===== src/rtl/crc_nmr_voter_pkg.sv =====
// Shared types and combinational helpers for the N-modular-redundant CRC voter.
// Helpers work on MAX_W-bit containers; callers narrow the results with a size cast.
package crc_nmr_pkg;

  localparam int MAX_W  = 32;
  localparam int MAX_CH = 7;

  typedef enum logic [1:0] {ACC, VOTE, HOLD} state_t;

  // Operands are left-aligned so the CRC MSB and the data MSB always sit at bit MAX_W-1.
  function automatic logic [MAX_W-1:0] crc_step(input logic [MAX_W-1:0] crc,
                                                input logic [MAX_W-1:0] data,
                                                input logic [MAX_W-1:0] poly,
                                                input int w,
                                                input int dw);
    logic [MAX_W-1:0] c;
    logic [MAX_W-1:0] d;
    logic [MAX_W-1:0] p;
    logic             fb;
    c = crc << (MAX_W - w);
    d = data << (MAX_W - dw);
    p = poly << (MAX_W - w);
    for (int i = 0; i < MAX_W; i++) begin
      if (i < dw) begin
        fb = c[MAX_W-1] ^ d[MAX_W-1];
        c  = c << 1;
        d  = d << 1;
        if (fb) c = c ^ p;
      end
    end
    return c >> (MAX_W - w);
  endfunction

  function automatic logic [MAX_W-1:0] majority(input logic [MAX_CH-1:0][MAX_W-1:0] lanes,
                                                input int n);
    logic [MAX_W-1:0] r;
    int               cnt;
    r = '0;
    for (int b = 0; b < MAX_W; b++) begin
      cnt = 0;
      for (int l = 0; l < MAX_CH; l++) begin
        if (l < n) cnt += int'(lanes[l][b]);
      end
      r[b] = (cnt > n / 2);
    end
    return r;
  endfunction

  function automatic int popcount(input logic [MAX_CH-1:0] v);
    int cnt;
    cnt = 0;
    for (int i = 0; i < MAX_CH; i++) cnt += int'(v[i]);
    return cnt;
  endfunction

endpackage


===== src/rtl/crc_nmr_voter_if.sv =====
// Frame-level stream and status bundle between the redundant sources, the voter and the consumer.
interface crc_nmr_voter_if #(
  parameter int p_channels      = 3,
  parameter int p_width         = 8,
  parameter int p_data_width    = 8,
  parameter int p_err_cnt_width = 8
) ();

  logic                                    in_valid;
  logic                                    in_ready;
  logic                                    in_last;
  logic [p_channels*p_data_width-1:0]      in_data;
  logic                                    out_valid;
  logic                                    out_ready;
  logic [p_width-1:0]                      out_crc;
  logic                                    out_err;
  logic                                    out_uncorrectable;
  logic [p_channels-1:0]                   ch_mismatch;
  logic [p_channels-1:0]                   ch_fault;
  logic [p_channels*p_err_cnt_width-1:0]   err_cnt;
  logic                                    fault_clr;

  modport master (
    output in_valid, in_last, in_data, out_ready, fault_clr,
    input  in_ready, out_valid, out_crc, out_err, out_uncorrectable,
           ch_mismatch, ch_fault, err_cnt
  );

  modport slave (
    input  in_valid, in_last, in_data, out_ready, fault_clr,
    output in_ready, out_valid, out_crc, out_err, out_uncorrectable,
           ch_mismatch, ch_fault, err_cnt
  );

endinterface


===== src/rtl/crc_nmr_voter_lane.sv =====
// One CRC lane: a whole data beat is folded into the register per cycle, MSB first.
module crc_lane
  import crc_nmr_pkg::*;
#(
  parameter int                 p_width      = 8,
  parameter logic [p_width-1:0] p_polynom    = 8'h31,
  parameter logic [p_width-1:0] p_init       = 8'hFF,
  parameter int                 p_data_width = 8
) (
  input  logic                    clk,
  input  logic                    rst,
  input  logic                    i_load,
  input  logic                    i_adv,
  input  logic [p_data_width-1:0] i_data,
  output logic [p_width-1:0]      o_crc
);

  typedef logic [p_width-1:0] crc_t;

  crc_t r_crc;

  always_ff @(posedge clk) begin
    if (rst || i_load) begin
      r_crc <= p_init;
    end else if (i_adv) begin
      r_crc <= crc_t'(crc_step(MAX_W'(r_crc), MAX_W'(i_data), MAX_W'(p_polynom),
                               p_width, p_data_width));
    end
  end

  assign o_crc = r_crc;

endmodule


===== src/rtl/crc_nmr_voter.sv =====
// Lock-step redundant CRC lanes merged by a bitwise majority vote, with per-lane
// mismatch flags, saturating error counters and sticky fault flags.
module crc_nmr_voter
  import crc_nmr_pkg::*;
#(
  parameter int                 p_channels      = 3,
  parameter int                 p_width         = 8,
  parameter logic [p_width-1:0] p_polynom       = 8'h31,
  parameter logic [p_width-1:0] p_init          = 8'hFF,
  parameter int                 p_data_width    = 8,
  parameter int                 p_err_cnt_width = 8,
  parameter int                 p_fault_thresh  = 4
) (
  input  logic                 clk,
  input  logic                 rst,
  crc_nmr_voter_if.slave       io_bus
);

  typedef logic [p_width-1:0] crc_t;
  localparam int             CW  = $clog2(p_fault_thresh + 1);
  localparam logic [CW-1:0]  THR = CW'(p_fault_thresh);

  state_t                                    r_state, w_next;
  logic                                      w_accept, w_vote_en, w_load, w_unc;
  logic [p_channels-1:0][p_data_width-1:0]   w_data;
  logic [p_channels-1:0][p_width-1:0]        w_lane_crc;
  logic [MAX_CH-1:0][MAX_W-1:0]              w_lanes_ext;
  crc_t                                      w_vote;
  logic [p_channels-1:0]                     w_mis;

  crc_t                                      r_out_crc;
  logic                                      r_err, r_unc;
  logic [p_channels-1:0]                     r_mis, r_fault;
  logic [p_channels-1:0][p_err_cnt_width-1:0] r_err_cnt;
  logic [p_channels-1:0][CW-1:0]             r_consec;

  assign w_data    = io_bus.in_data;
  assign w_accept  = (r_state == ACC) && io_bus.in_valid;
  assign w_vote_en = (r_state == VOTE);
  assign w_load    = (r_state == HOLD) && io_bus.out_ready;

  for (genvar g = 0; g < p_channels; g++) begin : g_lane
    crc_lane #(
      .p_width(p_width), .p_polynom(p_polynom), .p_init(p_init), .p_data_width(p_data_width)
    ) u_lane (
      .clk(clk), .rst(rst), .i_load(w_load), .i_adv(w_accept),
      .i_data(w_data[g]), .o_crc(w_lane_crc[g])
    );
  end

  always_comb begin
    w_lanes_ext = '0;
    w_mis       = '0;
    for (int i = 0; i < p_channels; i++) w_lanes_ext[i] = MAX_W'(w_lane_crc[i]);
    w_vote = crc_t'(majority(w_lanes_ext, p_channels));
    for (int i = 0; i < p_channels; i++) w_mis[i] = (w_lane_crc[i] != w_vote);
    w_unc = popcount(MAX_CH'(w_mis)) > (p_channels - 1) / 2;
  end

  always_ff @(posedge clk) begin
    if (rst) r_state <= ACC;
    else     r_state <= w_next;
  end

  always_comb begin
    w_next = r_state;
    unique case (r_state)
      ACC:     if (w_accept && io_bus.in_last) w_next = VOTE;
      VOTE:    w_next = HOLD;
      HOLD:    if (io_bus.out_ready) w_next = ACC;
      default: w_next = ACC;
    endcase
  end

  // Result capture and fault bookkeeping: a fault_clr pulse beats a same-cycle vote.
  always_ff @(posedge clk) begin
    if (rst) begin
      r_out_crc <= '0;
      r_err     <= 1'b0;
      r_unc     <= 1'b0;
      r_mis     <= '0;
      r_fault   <= '0;
      r_err_cnt <= '0;
      r_consec  <= '0;
    end else begin
      if (w_vote_en) begin
        r_out_crc <= w_vote;
        r_mis     <= w_mis;
        r_err     <= |w_mis;
        r_unc     <= w_unc;
      end
      for (int i = 0; i < p_channels; i++) begin
        if (w_vote_en && w_mis[i] && (r_err_cnt[i] != '1)) r_err_cnt[i] <= r_err_cnt[i] + 1'b1;
        if (io_bus.fault_clr) begin
          r_consec[i] <= '0;
          r_fault[i]  <= 1'b0;
        end else if (w_vote_en) begin
          if (w_mis[i]) begin
            if (r_consec[i] != THR) r_consec[i] <= r_consec[i] + 1'b1;
            if (r_consec[i] >= THR - 1'b1) r_fault[i] <= 1'b1;
          end else begin
            r_consec[i] <= '0;
          end
        end
      end
    end
  end

  assign io_bus.in_ready          = (r_state == ACC);
  assign io_bus.out_valid         = (r_state == HOLD);
  assign io_bus.out_crc           = r_out_crc;
  assign io_bus.out_err           = r_err;
  assign io_bus.out_uncorrectable = r_unc;
  assign io_bus.ch_mismatch       = r_mis;
  assign io_bus.ch_fault          = r_fault;
  assign io_bus.err_cnt           = r_err_cnt;

endmodule


===== src/flat_wrapper.sv =====
// flat-port wrapper written by rule: the top's interface ports become plain ports
module crc_nmr_voter_flat import crc_nmr_pkg::*;
#(
  parameter int                 p_channels      = 3,
  parameter int                 p_width         = 8,
  parameter logic [p_width-1:0] p_polynom       = 8'h31,
  parameter logic [p_width-1:0] p_init          = 8'hFF,
  parameter int                 p_data_width    = 8,
  parameter int                 p_err_cnt_width = 8,
  parameter int                 p_fault_thresh  = 4
)
  (clk, rst, io_bus_in_valid, io_bus_in_last, io_bus_in_data, io_bus_out_ready, io_bus_fault_clr, io_bus_in_ready, io_bus_out_valid, io_bus_out_crc, io_bus_out_err, io_bus_out_uncorrectable, io_bus_ch_mismatch, io_bus_ch_fault, io_bus_err_cnt);
  crc_nmr_voter_if #(.p_channels(p_channels), .p_width(p_width), .p_data_width(p_data_width), .p_err_cnt_width(p_err_cnt_width)) io_bus_i ();
  input  logic clk;
  input  logic rst;
  input wire logic [$bits(io_bus_i.in_valid)-1:0] io_bus_in_valid;
  input wire logic [$bits(io_bus_i.in_last)-1:0] io_bus_in_last;
  input wire logic [$bits(io_bus_i.in_data)-1:0] io_bus_in_data;
  input wire logic [$bits(io_bus_i.out_ready)-1:0] io_bus_out_ready;
  input wire logic [$bits(io_bus_i.fault_clr)-1:0] io_bus_fault_clr;
  output wire logic [$bits(io_bus_i.in_ready)-1:0] io_bus_in_ready;
  output wire logic [$bits(io_bus_i.out_valid)-1:0] io_bus_out_valid;
  output wire logic [$bits(io_bus_i.out_crc)-1:0] io_bus_out_crc;
  output wire logic [$bits(io_bus_i.out_err)-1:0] io_bus_out_err;
  output wire logic [$bits(io_bus_i.out_uncorrectable)-1:0] io_bus_out_uncorrectable;
  output wire logic [$bits(io_bus_i.ch_mismatch)-1:0] io_bus_ch_mismatch;
  output wire logic [$bits(io_bus_i.ch_fault)-1:0] io_bus_ch_fault;
  output wire logic [$bits(io_bus_i.err_cnt)-1:0] io_bus_err_cnt;
  assign io_bus_i.in_valid = io_bus_in_valid;
  assign io_bus_i.in_last = io_bus_in_last;
  assign io_bus_i.in_data = io_bus_in_data;
  assign io_bus_i.out_ready = io_bus_out_ready;
  assign io_bus_i.fault_clr = io_bus_fault_clr;
  assign io_bus_in_ready = io_bus_i.in_ready;
  assign io_bus_out_valid = io_bus_i.out_valid;
  assign io_bus_out_crc = io_bus_i.out_crc;
  assign io_bus_out_err = io_bus_i.out_err;
  assign io_bus_out_uncorrectable = io_bus_i.out_uncorrectable;
  assign io_bus_ch_mismatch = io_bus_i.ch_mismatch;
  assign io_bus_ch_fault = io_bus_i.ch_fault;
  assign io_bus_err_cnt = io_bus_i.err_cnt;
  crc_nmr_voter #(.p_channels(p_channels), .p_width(p_width), .p_polynom(p_polynom), .p_init(p_init), .p_data_width(p_data_width), .p_err_cnt_width(p_err_cnt_width), .p_fault_thresh(p_fault_thresh)) u_core (.clk(clk), .rst(rst), .io_bus(io_bus_i));
endmodule

===== config.mk =====
export PLATFORM = sky130hd
export DESIGN_NAME = crc_nmr_voter_flat
export DESIGN_NICKNAME = d
export VERILOG_FILES = /design/src/rtl/crc_nmr_voter_pkg.sv /design/src/rtl/crc_nmr_voter_if.sv /design/src/rtl/crc_nmr_voter_lane.sv /design/src/rtl/crc_nmr_voter.sv /design/src/flat_wrapper.sv
export SDC_FILE = /design/constraint.sdc
export NUM_CORES = 1
export LEC_CHECK = 0
export CORE_MARGIN = 5
export CORE_UTILIZATION = 55
export CTS_CLUSTER_SIZE = 25
export DETAILED_ROUTE_END_ITERATION = 7
export PLACE_DENSITY_LB_ADDON = 0.2
export SYNTH_ARGS = -nofsm -noshare
export SYNTH_HDL_FRONTEND = slang
export SYNTH_SLANG_ARGS = --single-unit

===== constraint.sdc =====
create_clock -name clk -period 5.8 [get_ports clk]
set_input_delay 1.16 -clock clk [delete_from_list [all_inputs] [get_ports clk]]
set_output_delay 1.16 -clock clk [all_outputs]
set_load 0.05 [all_outputs]

After elaboration in Yosys (flattened, before gate mapping)
Index checks and enable logic that the tools add are counted.
W data, S select, Z words.
{"block": "totals", "register_bits": 75, "latchBits": 0, "mem_bits_rw": 0, "mem_bits_ro": 0, "in_bits": 30, "out_inout_bits": 42, "word_cells": 254, "mem_count": 0}
{"block": "op_classes", "addsub": 24, "mul": 0, "div_mod_pow": 0, "n_lt_le_gt_ge": 12, "eq_ne": 16, "shifts": 0, "mux": 117, "n_bitwise": 48, "n_reduce_logical": 20}
{"cell": "$mux W32", "count": 84}
{"cell": "$mux W30", "count": 24}
{"cell": "$gt A32 B2 Y1 const B", "count": 9}
{"cell": "$add A32 B2 Y32", "count": 7}
{"cell": "$not A3 Y3", "count": 24}
{"cell": "$add A8 B1 Y8 const B", "count": 3}
{"cell": "$ne A8 B8 Y1", "count": 3}
{"cell": "$ne A8 B8 Y1 const B", "count": 3}
{"cell": "$xor A1 B1 Y1", "count": 24}
{"cell": "$add A1 B1 Y2", "count": 9}
{"cell": "$mux W3", "count": 6}
{"cell": "$add A3 B1 Y3 const B", "count": 3}
{"cell": "$ge A3 B2 Y1 const B", "count": 3}
{"cell": "$logic_and A1 B1 Y1", "count": 9}
{"cell": "$ne A3 B3 Y1 const B", "count": 3}
{"cell": "$reduce_and A3 Y1", "count": 3}
{"cell": "$ne A2 B2 Y1 const B", "count": 4}
{"cell": "$reduce_and A2 Y1", "count": 4}
{"cell": "$add A2 B1 Y3", "count": 2}
{"cell": "$pmux W2 S3", "count": 1}
{"cell": "$mux W2", "count": 2}
{"cell": "$reduce_or A3 Y1", "count": 1}
{"cell": "$eq A2 B1 Y1 const B", "count": 1}
{"cell": "$eq A2 B2 Y1 const B", "count": 1}
{"cell": "other kinds (4)", "count": 4}

Longest topological paths before layout
Gate-level depths: netlist of run 1.
{"block": "depth", "depth_word": 30, "mapped_depth": 10, "ltp_nobuf": 9}

Cells and area by module
Synthesis of run 1 repeated with hierarchy kept, for this count alone.
{"block": "unflattened", "hier_cells": 505, "area_unflattened_um2": 4548.1}
{"module": "crc_nmr_voter", "instances": 1, "cells_per_inst": 349, "area_each_um2": 2979.1, "seq_area_each_um2": 1021.0}
{"module": "crc_lane", "instances": 3, "cells_per_inst": 52, "area_each_um2": 523.0, "seq_area_each_um2": 160.2}

Least setup slack after synthesis of run 1
OpenSTA, ideal clock, no wires.
{"block": "synth_path", "path_type": "input -> register", "start": "input io_bus_in_data[6]", "end": "register u_core.g_lane[0].u_lane.r_crc[5]", "setup_time_ns": 0.132, "arrival_ns": 2.296, "t_required_ns": 5.668, "path_slack_ns": 3.372, "cell_stages": 6, "n_path_buf": 0, "path_cell_list": "xor2_2 xnor3_1 xnor2_2 xor2_1 nor2_1 o21ai_1"}
{"block": "synth_between", "elab_chain_cells": 20}
{"element": "start, declared", "line_no": "flat_wrapper.sv:18", "rtl": "input wire logic [$bits(io_bus_i.in_data)-1:0] io_bus_in_data;"}
{"element": "$mux W32", "line_no": "crc_nmr_voter_lane.sv:25", "rtl": "end else if (i_adv) begin"}
{"element": "$mux W32", "line_no": "crc_nmr_voter_lane.sv:23", "rtl": "if (rst || i_load) begin"}
{"element": "$xor A1 B1 Y1", "line_no": "crc_nmr_voter_pkg.sv:25", "rtl": "fb = c[MAX_W-1] ^ d[MAX_W-1];"}
{"element": "$mux W30", "line_no": "crc_nmr_voter_pkg.sv:28", "rtl": "if (fb) c = c ^ p;"}
{"element": "$mux W32", "line_no": "crc_nmr_voter_lane.sv:25"}
{"element": "$mux W32", "line_no": "crc_nmr_voter_lane.sv:23"}
{"element": "$mux W32", "line_no": "crc_nmr_voter_lane.sv:25"}
{"element": "$mux W32", "line_no": "crc_nmr_voter_lane.sv:23"}
{"element": "(+4 left out)"}
{"element": "$mux W32", "line_no": "crc_nmr_voter_lane.sv:25"}
{"element": "$mux W32", "line_no": "crc_nmr_voter_lane.sv:23"}
{"element": "$mux W32", "line_no": "crc_nmr_voter_lane.sv:25"}
{"element": "$mux W32", "line_no": "crc_nmr_voter_lane.sv:23"}
{"element": "$mux W32", "line_no": "crc_nmr_voter_lane.sv:25"}
{"element": "$mux W32", "line_no": "crc_nmr_voter_lane.sv:23"}
{"element": "$xor A1 B1 Y1", "line_no": "crc_nmr_voter_pkg.sv:25"}
{"element": "$mux W30", "line_no": "crc_nmr_voter_pkg.sv:28"}
{"element": "end signal, assigned", "line_no": "crc_nmr_voter_lane.sv:24", "rtl": "r_crc <= p_init;"}
{"element": "end signal, assigned", "line_no": "crc_nmr_voter_lane.sv:26", "rtl": "r_crc <= crc_t'(crc_step(MAX_W'(r_crc), MAX_W'(i_data), MAX_W'(p_polynom),"}
{"element": "end, declared", "line_no": "crc_nmr_voter_lane.sv:20", "rtl": "crc_t r_crc;"}
Every way passes these cells. The select of a mux whose other input is x is not followed.
A chain may end at the register's enable or synchronous reset.

Final worst setup path of run 1
{"block": "layout_path", "start": "register u_core.r_state[1]", "end": "output io_bus_out_valid"}
{"block": "layout_between", "elab_chain_cells": 1}
{"element": "start, declared", "line_no": "crc_nmr_voter.sv:23", "rtl": "state_t r_state, w_next;"}
{"element": "start signal, assigned", "line_no": "crc_nmr_voter.sv:62", "rtl": "else r_state <= w_next;"}
{"element": "$eq A2 B2 Y1", "line_no": "crc_nmr_voter.sv:110", "rtl": "assign io_bus.out_valid = (r_state == HOLD);"}
{"element": "end, declared", "line_no": "flat_wrapper.sv:22", "rtl": "output wire logic [$bits(io_bus_i.out_valid)-1:0] io_bus_out_valid;"}
Every way passes these cells.

==> metrics.cfg, run 1 <==
[clocking]
clkSinkCount = 75
clk_pin_slew_ps = 70
post-cts-setup-buffers = 0
holdBufCountCts = 0
cts_tree = built
root_buffer = clkbuf_8
cts_made_buffers = 9
clk_latency_ps = 350
cts_resized = 0
clock_path_buffers = 2
h-tree-depth = 3

[pwr]
p_int_uw = 1250
combPwrFrac_pct = 51.1
p_switching_uw = 891
p_leak_uw = 0.00184
clockPowerShare_pct = 16.2
p_seq_share_pct = 32.7
powerDensity_mw_per_mm2 = 408
max-vdd-ir-drop_v = 0.000323
p_sw_share_pct = 41.5

[critical_path]
path_class = reg -> out
end_kind = output port
path_delay_family = buffers and inverters
critPathMaxFanout = 4
arrival_ps = 1820
start_kind = flip-flop
slowest_delay_ps = 850
slowest_stage = clkdlybuf4s50_1
critPathBufInv = 1
required_ps = 4640
path_cells = nor2b_1, clkdlybuf4s50_1

[global_route]
grt_use_met3_pct = 3.18
met1_usage_pct = 26.6
met2_usage_pct = 34.3
grt_max_degree = 31
track_usage_pct = 20.4
overflow = 0
grt_pass1_vias = 3680
grt_pass1_wl_um = 16700
grt.busiest_layer = met2
antenna_found_initial = 0

[floorplanning]
row_count = 32
die_x_um = 98.8
core-area_mm2 = 0.00769
ios = 72
dieArea_mm2 = 0.00976
start_util_pct = 56.4
die_h_um = 98.8

[timing]
min_period_over_period_pct = 51.3
setup_tns_ps = 0
slew_violations = 0
rsz0062_at_grt = false
setup_viol = 0
fmax_mhz = 336
finalHoldViolCount = 0
clock_skew_ps = 11.1
holdWs_ps = 464
worstMarginPinSlew_ps = 889
min_period_ps = 2980
final.setup.worst_slack_ps = 2820
slew_headroom_pct = 40.7

[place]
port_buffers = 71
place.gp.congestion = 0.819
dp_hpwl_um = 7480
post-place-ws_ps = 2630

[routing]
antenna_left = 0
drc = 0
via_per_inst = 5.57
wl_per_cell_um = 14.6
wl_um = 9870
first_pass_iters = 5
drt-initial-drc-count = 149
vias = 3757

[logic_synthesis]
syn_avg_cell_area_um2 = 8.58
async_flop_share_pct = 0
synthCells = 505
yosysWarningCount = 0
syn-num-nets = 556
ys_seq_area_share_pct = 34.6
ys_seq_elements = 75
synthesis.area_mm2 = 0.00433
dominantRegCellSynth = dfxtp_1
synth.distinct_cells = 51
synth_edf_count = 0

[cells_and_area]
drive_above_1_share_pct = 6.64
area_delta_synth_final_pct = 21.4
nets = 619
diodes = 0
n_fill_cell = 634

[job]
drv_cap = 0

[status]
status = finished, final reports clean

[hold_path]
min_path_type = reg -> reg

==> cell families after synthesis <==
group                    Yosys count  share of synthesized area (%)
AO/OA/AOI/OAI                    107                           16.1
XOR/XNOR                          80                           16.8
adder cells (fa/ha/maj)           21                           6.06
buffers and inverters             40                           3.90
flip-flops                        75                           34.6
multiplexers                       8                           1.99
AND/OR/NAND/NOR                  174                           20.5
==> tightest hold or removal path, stage by stage (launching register included) <==
cell and delay, ps:
dfxtp_1 310, nand2_1 50, a21oi_1 60
==> path summary, 6_finish.rpt <==
check	start	endpoint	slack, ps	depth (start not counted)
setup / recovery	u_core.r_state[1]	io_bus_out_valid	2820	2
hold reg to reg	u_core.io_bus.ch_mismatch[2]	u_core.io_bus.ch_mismatch[2]	460	2
setup reg to reg	u_core.g_lane[1].u_lane.o_crc[4]	u_core.io_bus.out_uncorrectable	3110	9
hold / removal	u_core.io_bus.ch_mismatch[2]	u_core.io_bus.ch_mismatch[2]	460	2
==> placed cells by master (no fill, tap or decap), types with 7 or more instances in the layout <==
| cell | netlist | layout |
|---|---|---|
| a211oi_1 | 12 | 12 |
| a21oi_1 | 26 | 26 |
| a22oi_1 | 13 | 13 |
| a31oi_1 | 7 | 7 |
| and3_1 | 7 | 7 |
| clkbuf_8 | 0 | 10 |
| clkdlybuf4s50_1 | 0 | 71 |
| dfxtp_1 | 75 | 75 |
| ha_1 | 21 | 21 |
| inv_1 | 15 | 15 |
| nand2_1 | 27 | 27 |
| nand3_1 | 20 | 20 |
| nor2_1 | 51 | 51 |
| nor2b_1 | 12 | 11 |
| nor3_1 | 9 | 9 |
| o211ai_1 | 9 | 9 |
| o21ai_0 | 17 | 17 |
| or3_1 | 12 | 12 |
| xnor2_1 | 57 | 57 |
| xor2_1 | 20 | 20 |
==> through the flow <==
step           instances  total power, µW  utilization [%]  instance area [µm²]
2_1_floorplan        505             1590                -                 4330
4_1_cts              674             2150             68.5                 5260
6_report             674             2150             68.5                 5260
3_5_place_dp         659             1800             66.4                 5100
5_1_grt              674             2310             68.5                 5260
3_3_place_gp         659             1760             66.4                 5100
==> metal layers <==
| layer | share of wire (%) | wire length (µm) |
|---|---|---|
| met3 | 4.4 | 433 |
| met4 | 1.3 | 126 |
| met1 | 46 | 4500 |
| met5 | 0 | 0 |
| met2 | 49 | 4810 |
==> cells in the mapped netlist (13+ instances only) <==
library cell | instances | share of area [%]
o21ai_0 | 17 | 2.0
xnor2_1 | 57 | 12
xor2_1 | 20 | 4.0
inv_1 | 15 | 1.3
a21oi_1 | 26 | 3.0
nor2_1 | 51 | 4.4
dfxtp_1 | 75 | 35
a22oi_1 | 13 | 2.3
ha_1 | 21 | 6.1
clkbuf_1 | 19 | 1.6
nand3_1 | 20 | 2.3
nand2_1 | 27 | 2.3
==> sequential cells by signal, summed over array words and instances, names as in the netlist, 2 cells and up <==
signal / cells
u_core.g_lane.u_lane.o_crc: 24
u_core.io_bus.ch_fault: 3
u_core.io_bus.ch_mismatch: 3
u_core.io_bus.err_cnt: 24
u_core.io_bus.out_crc: 8
u_core.r_consec: 9
u_core.r_state: 2
==> final cells by class <==
class	count	area, µm²	area share, %
Tap cell	102	128	2.43
Timing Repair Buffer	75	741	14.1
Inverter	17	66.3	1.26
Sequential cell	75	1500	28.5
Clock buffer	12	145	2.76
Multi-Input combinational cell	390	2670	50.7
Clock inverter	3	15.0	0.285
==> power groups by stage <==
stage	registers (µW)	logic, µW	clock network [µW]
2_1_floorplan	700	886	0
3_3_place_gp	708	1050	0
3_5_place_dp	712	1090	0
4_1_cts	701	1100	352
5_1_grt	712	1220	372
6_report	702	1100	347
Note: power is estimated with default switching activity, not from simulation.
==> inputs of run 2 (changes only) <==
Settings changed: CORE_UTILIZATION 55 to 54.
Clock period 5.8 ns to 3.11 ns, I/O delays scaled along.
==> run 2 against run 1 <==
- register-to-register slack worse by 2700 ps
- design area up 1.9%
- final cell count up 0.59%
- highest routed layer unchanged
- die area up 1.7%
- critical path type is now reg -> reg
- wire length up 6.5%
- flip-flop and latch count unchanged
- via count up 2.4%
- clock power rose to 2.6 times the previous value
==> metrics.cfg, run 2 (synthesized netlist as in run 1, its figures left out) <==
[critical_path]
path_class = reg -> reg
r2r_setup_slack_ps = 460  ; -2650 ps
end_kind = flip-flop
crit_path_frequent_cell = ha_1
path_cells = ha_1, a21oi_1, xnor2_1, nor4_1, and2_2, inv_2, ha_1, a211oi_1, nor3_1
critPathBufInv = 1  ; unchanged
slowest_stage = dfxtp_1
critPathMaxFanout = 14  ; +10
start_kind = flip-flop
required_ps = 3340  ; -1300 ps
slowest_delay_ps = 450  ; -400 ps
arrival_ps = 2890  ; +1070 ps
path_delay_family = simple AND/OR/NAND/NOR gates

[clocking]
clkSinkCount = 75  ; unchanged
clock_path_buffers = 2  ; unchanged
h-tree-depth = 3  ; unchanged
clk_latency_ps = 350  ; about the same
cts_tree = built
holdBufCountCts = 0  ; unchanged
post-cts-setup-buffers = 0  ; unchanged
cts_made_buffers = 9  ; unchanged
root_buffer = clkbuf_8
clk_pin_slew_ps = 80  ; about the same
cts_resized = 0  ; unchanged

[routing]
antenna_left = 0  ; unchanged
first_pass_iters = 4  ; -1
wl_per_cell_um = 15.5  ; +5.8%
vias = 3849  ; +2.4%
wl_um = 10500  ; +6.5%
via_per_inst = 5.68  ; +1.8%
drc = 0  ; unchanged
drt-initial-drc-count = 103  ; -31%

[timing]
slew_violations = 0  ; unchanged
min_period_ps = 2650
rsz0062_at_grt = false
finalHoldViolCount = 0  ; unchanged
clock_skew_ps = 11.7  ; +0.664 ps
setup_viol = 0  ; unchanged
slew_headroom_pct = 53.6  ; +13 points
min_period_over_period_pct = 85.3
setup_tns_ps = 0  ; unchanged
fmax_mhz = 377
worstMarginPinSlew_ps = 691  ; -198 ps

[global_route]
grt_pass1_vias = 3716  ; +0.98%
grt_pass1_wl_um = 17600  ; +5.3%
antenna_found_initial = 0  ; unchanged
grt_max_degree = 38  ; +23%
track_usage_pct = 21.7  ; +1.3 points
overflow = 0  ; unchanged

[floorplanning]
dieArea_mm2 = 0.00992  ; +1.7%
ios = 72  ; unchanged
row_count = 32  ; unchanged
die_h_um = 99.6  ; +0.83%
core-area_mm2 = 0.00777  ; +1.0%
die_x_um = 99.6  ; +0.83%
start_util_pct = 55.8  ; -0.58 points

[place]
placedCellCount = 662  ; +0.46%
dp_hpwl_um = 7920  ; +5.8%
post_dp_cell_area_mm2 = 0.00512  ; +0.44%
port_buffers = 71  ; unchanged
place.gp.congestion = 0.911  ; +11%

[cells_and_area]
drive_above_1_share_pct = 7.47  ; +0.82 points
nets = 622  ; +0.48%
n_fill_cell = 636  ; +0.32%
regArea_mm2 = 0.00150  ; unchanged
multi_input_area_mm2 = 0.00267  ; unchanged
final_area_mm2 = 0.00536  ; +1.9%
mostFrequentLayoutCells = 75 x dfxtp_1, 71 x clkdlybuf4s50_1, 57 x xnor2_1
fin_cells = 678  ; +0.59%
final_common_cell = dfxtp_1
diodes = 0  ; unchanged
fin_util_pct = 69.0  ; +0.58 points
area_delta_synth_final_pct = 23.7

[pwr]
max-vdd-ir-drop_v = 0.000628  ; +94%
p_leak_uw = 0.00189  ; +2.6%
powerDensity_mw_per_mm2 = 793  ; +95%

[status]
status = finished, final reports clean

[hold_path]
min_path_type = reg -> reg

[job]
drv_cap = 0  ; unchanged

run 2: cell type report:
| type | instances | area share [%] |
|---|---|---|
| Timing Repair Buffer | 78 | 14.2 |
| Multi-Input combinational cell | 390 | 49.7 |
| Inverter | 17 | 1.24 |
| Sequential cell | 75 | 28.0 |
| Clock buffer | 13 | 3.15 |
| Clock inverter | 3 | 1.28 |
| Tap cell | 102 | 2.38 |
run 2: worst paths after layout:
kind / start / end / cells past startpoint
setup / recovery: u_core.g_lane[0].u_lane.o_crc[4] / u_core.io_bus.out_uncorrectable / 9
hold / removal: u_core.io_bus.ch_mismatch[2] / u_core.io_bus.ch_mismatch[2] / 2
setup reg to reg: u_core.g_lane[0].u_lane.o_crc[4] / u_core.io_bus.out_uncorrectable / 9
hold reg to reg: u_core.io_bus.ch_mismatch[2] / u_core.io_bus.ch_mismatch[2] / 2
run 2: power by group:
part           internal, µW  total, µW  switching [µW]
Clock                   520        886             366
Sequential             1090       1310             217
Combinational           946       2060            1110
run 2: worst min-delay path, delay by kind of cell, from the launching register on:
family,cells,cell delay [ps]
AOI/OAI and AO/OA,1,60
DFF,1,310
and+or+nand+nor,1,50
run 2: per-layer routing:
| layer | vias to the layer above | wire length, µm | global-route usage, % |
|---|---|---|---|
| li1 | 1917 | - | - |
| met2 | 77 | 5390 | 38.6 |
| met1 | 1840 | 4560 | 26.6 |
| met3 | 15 | 401 | 3.58 |
| met4 | 0 | 153 | 7.14 |
| met5 | - | 0 | 0 |
run 2: through the flow:
step           power [µW]  setup slack, ps  hold WS, ps
6_report             4250              456          482
4_1_cts              4260              461          494
5_1_grt              4530              275          516
3_5_place_dp         3360              494          482
2_1_floorplan        2960              703          462
3_3_place_gp         3300              602          441
==> inputs of run 3 (changes only) <==
Settings changed: CTS_CLUSTER_DIAMETER set to 200.
==> results of run 3 <==
The final DEF is identical to that of run 2; final timing and power are the same.
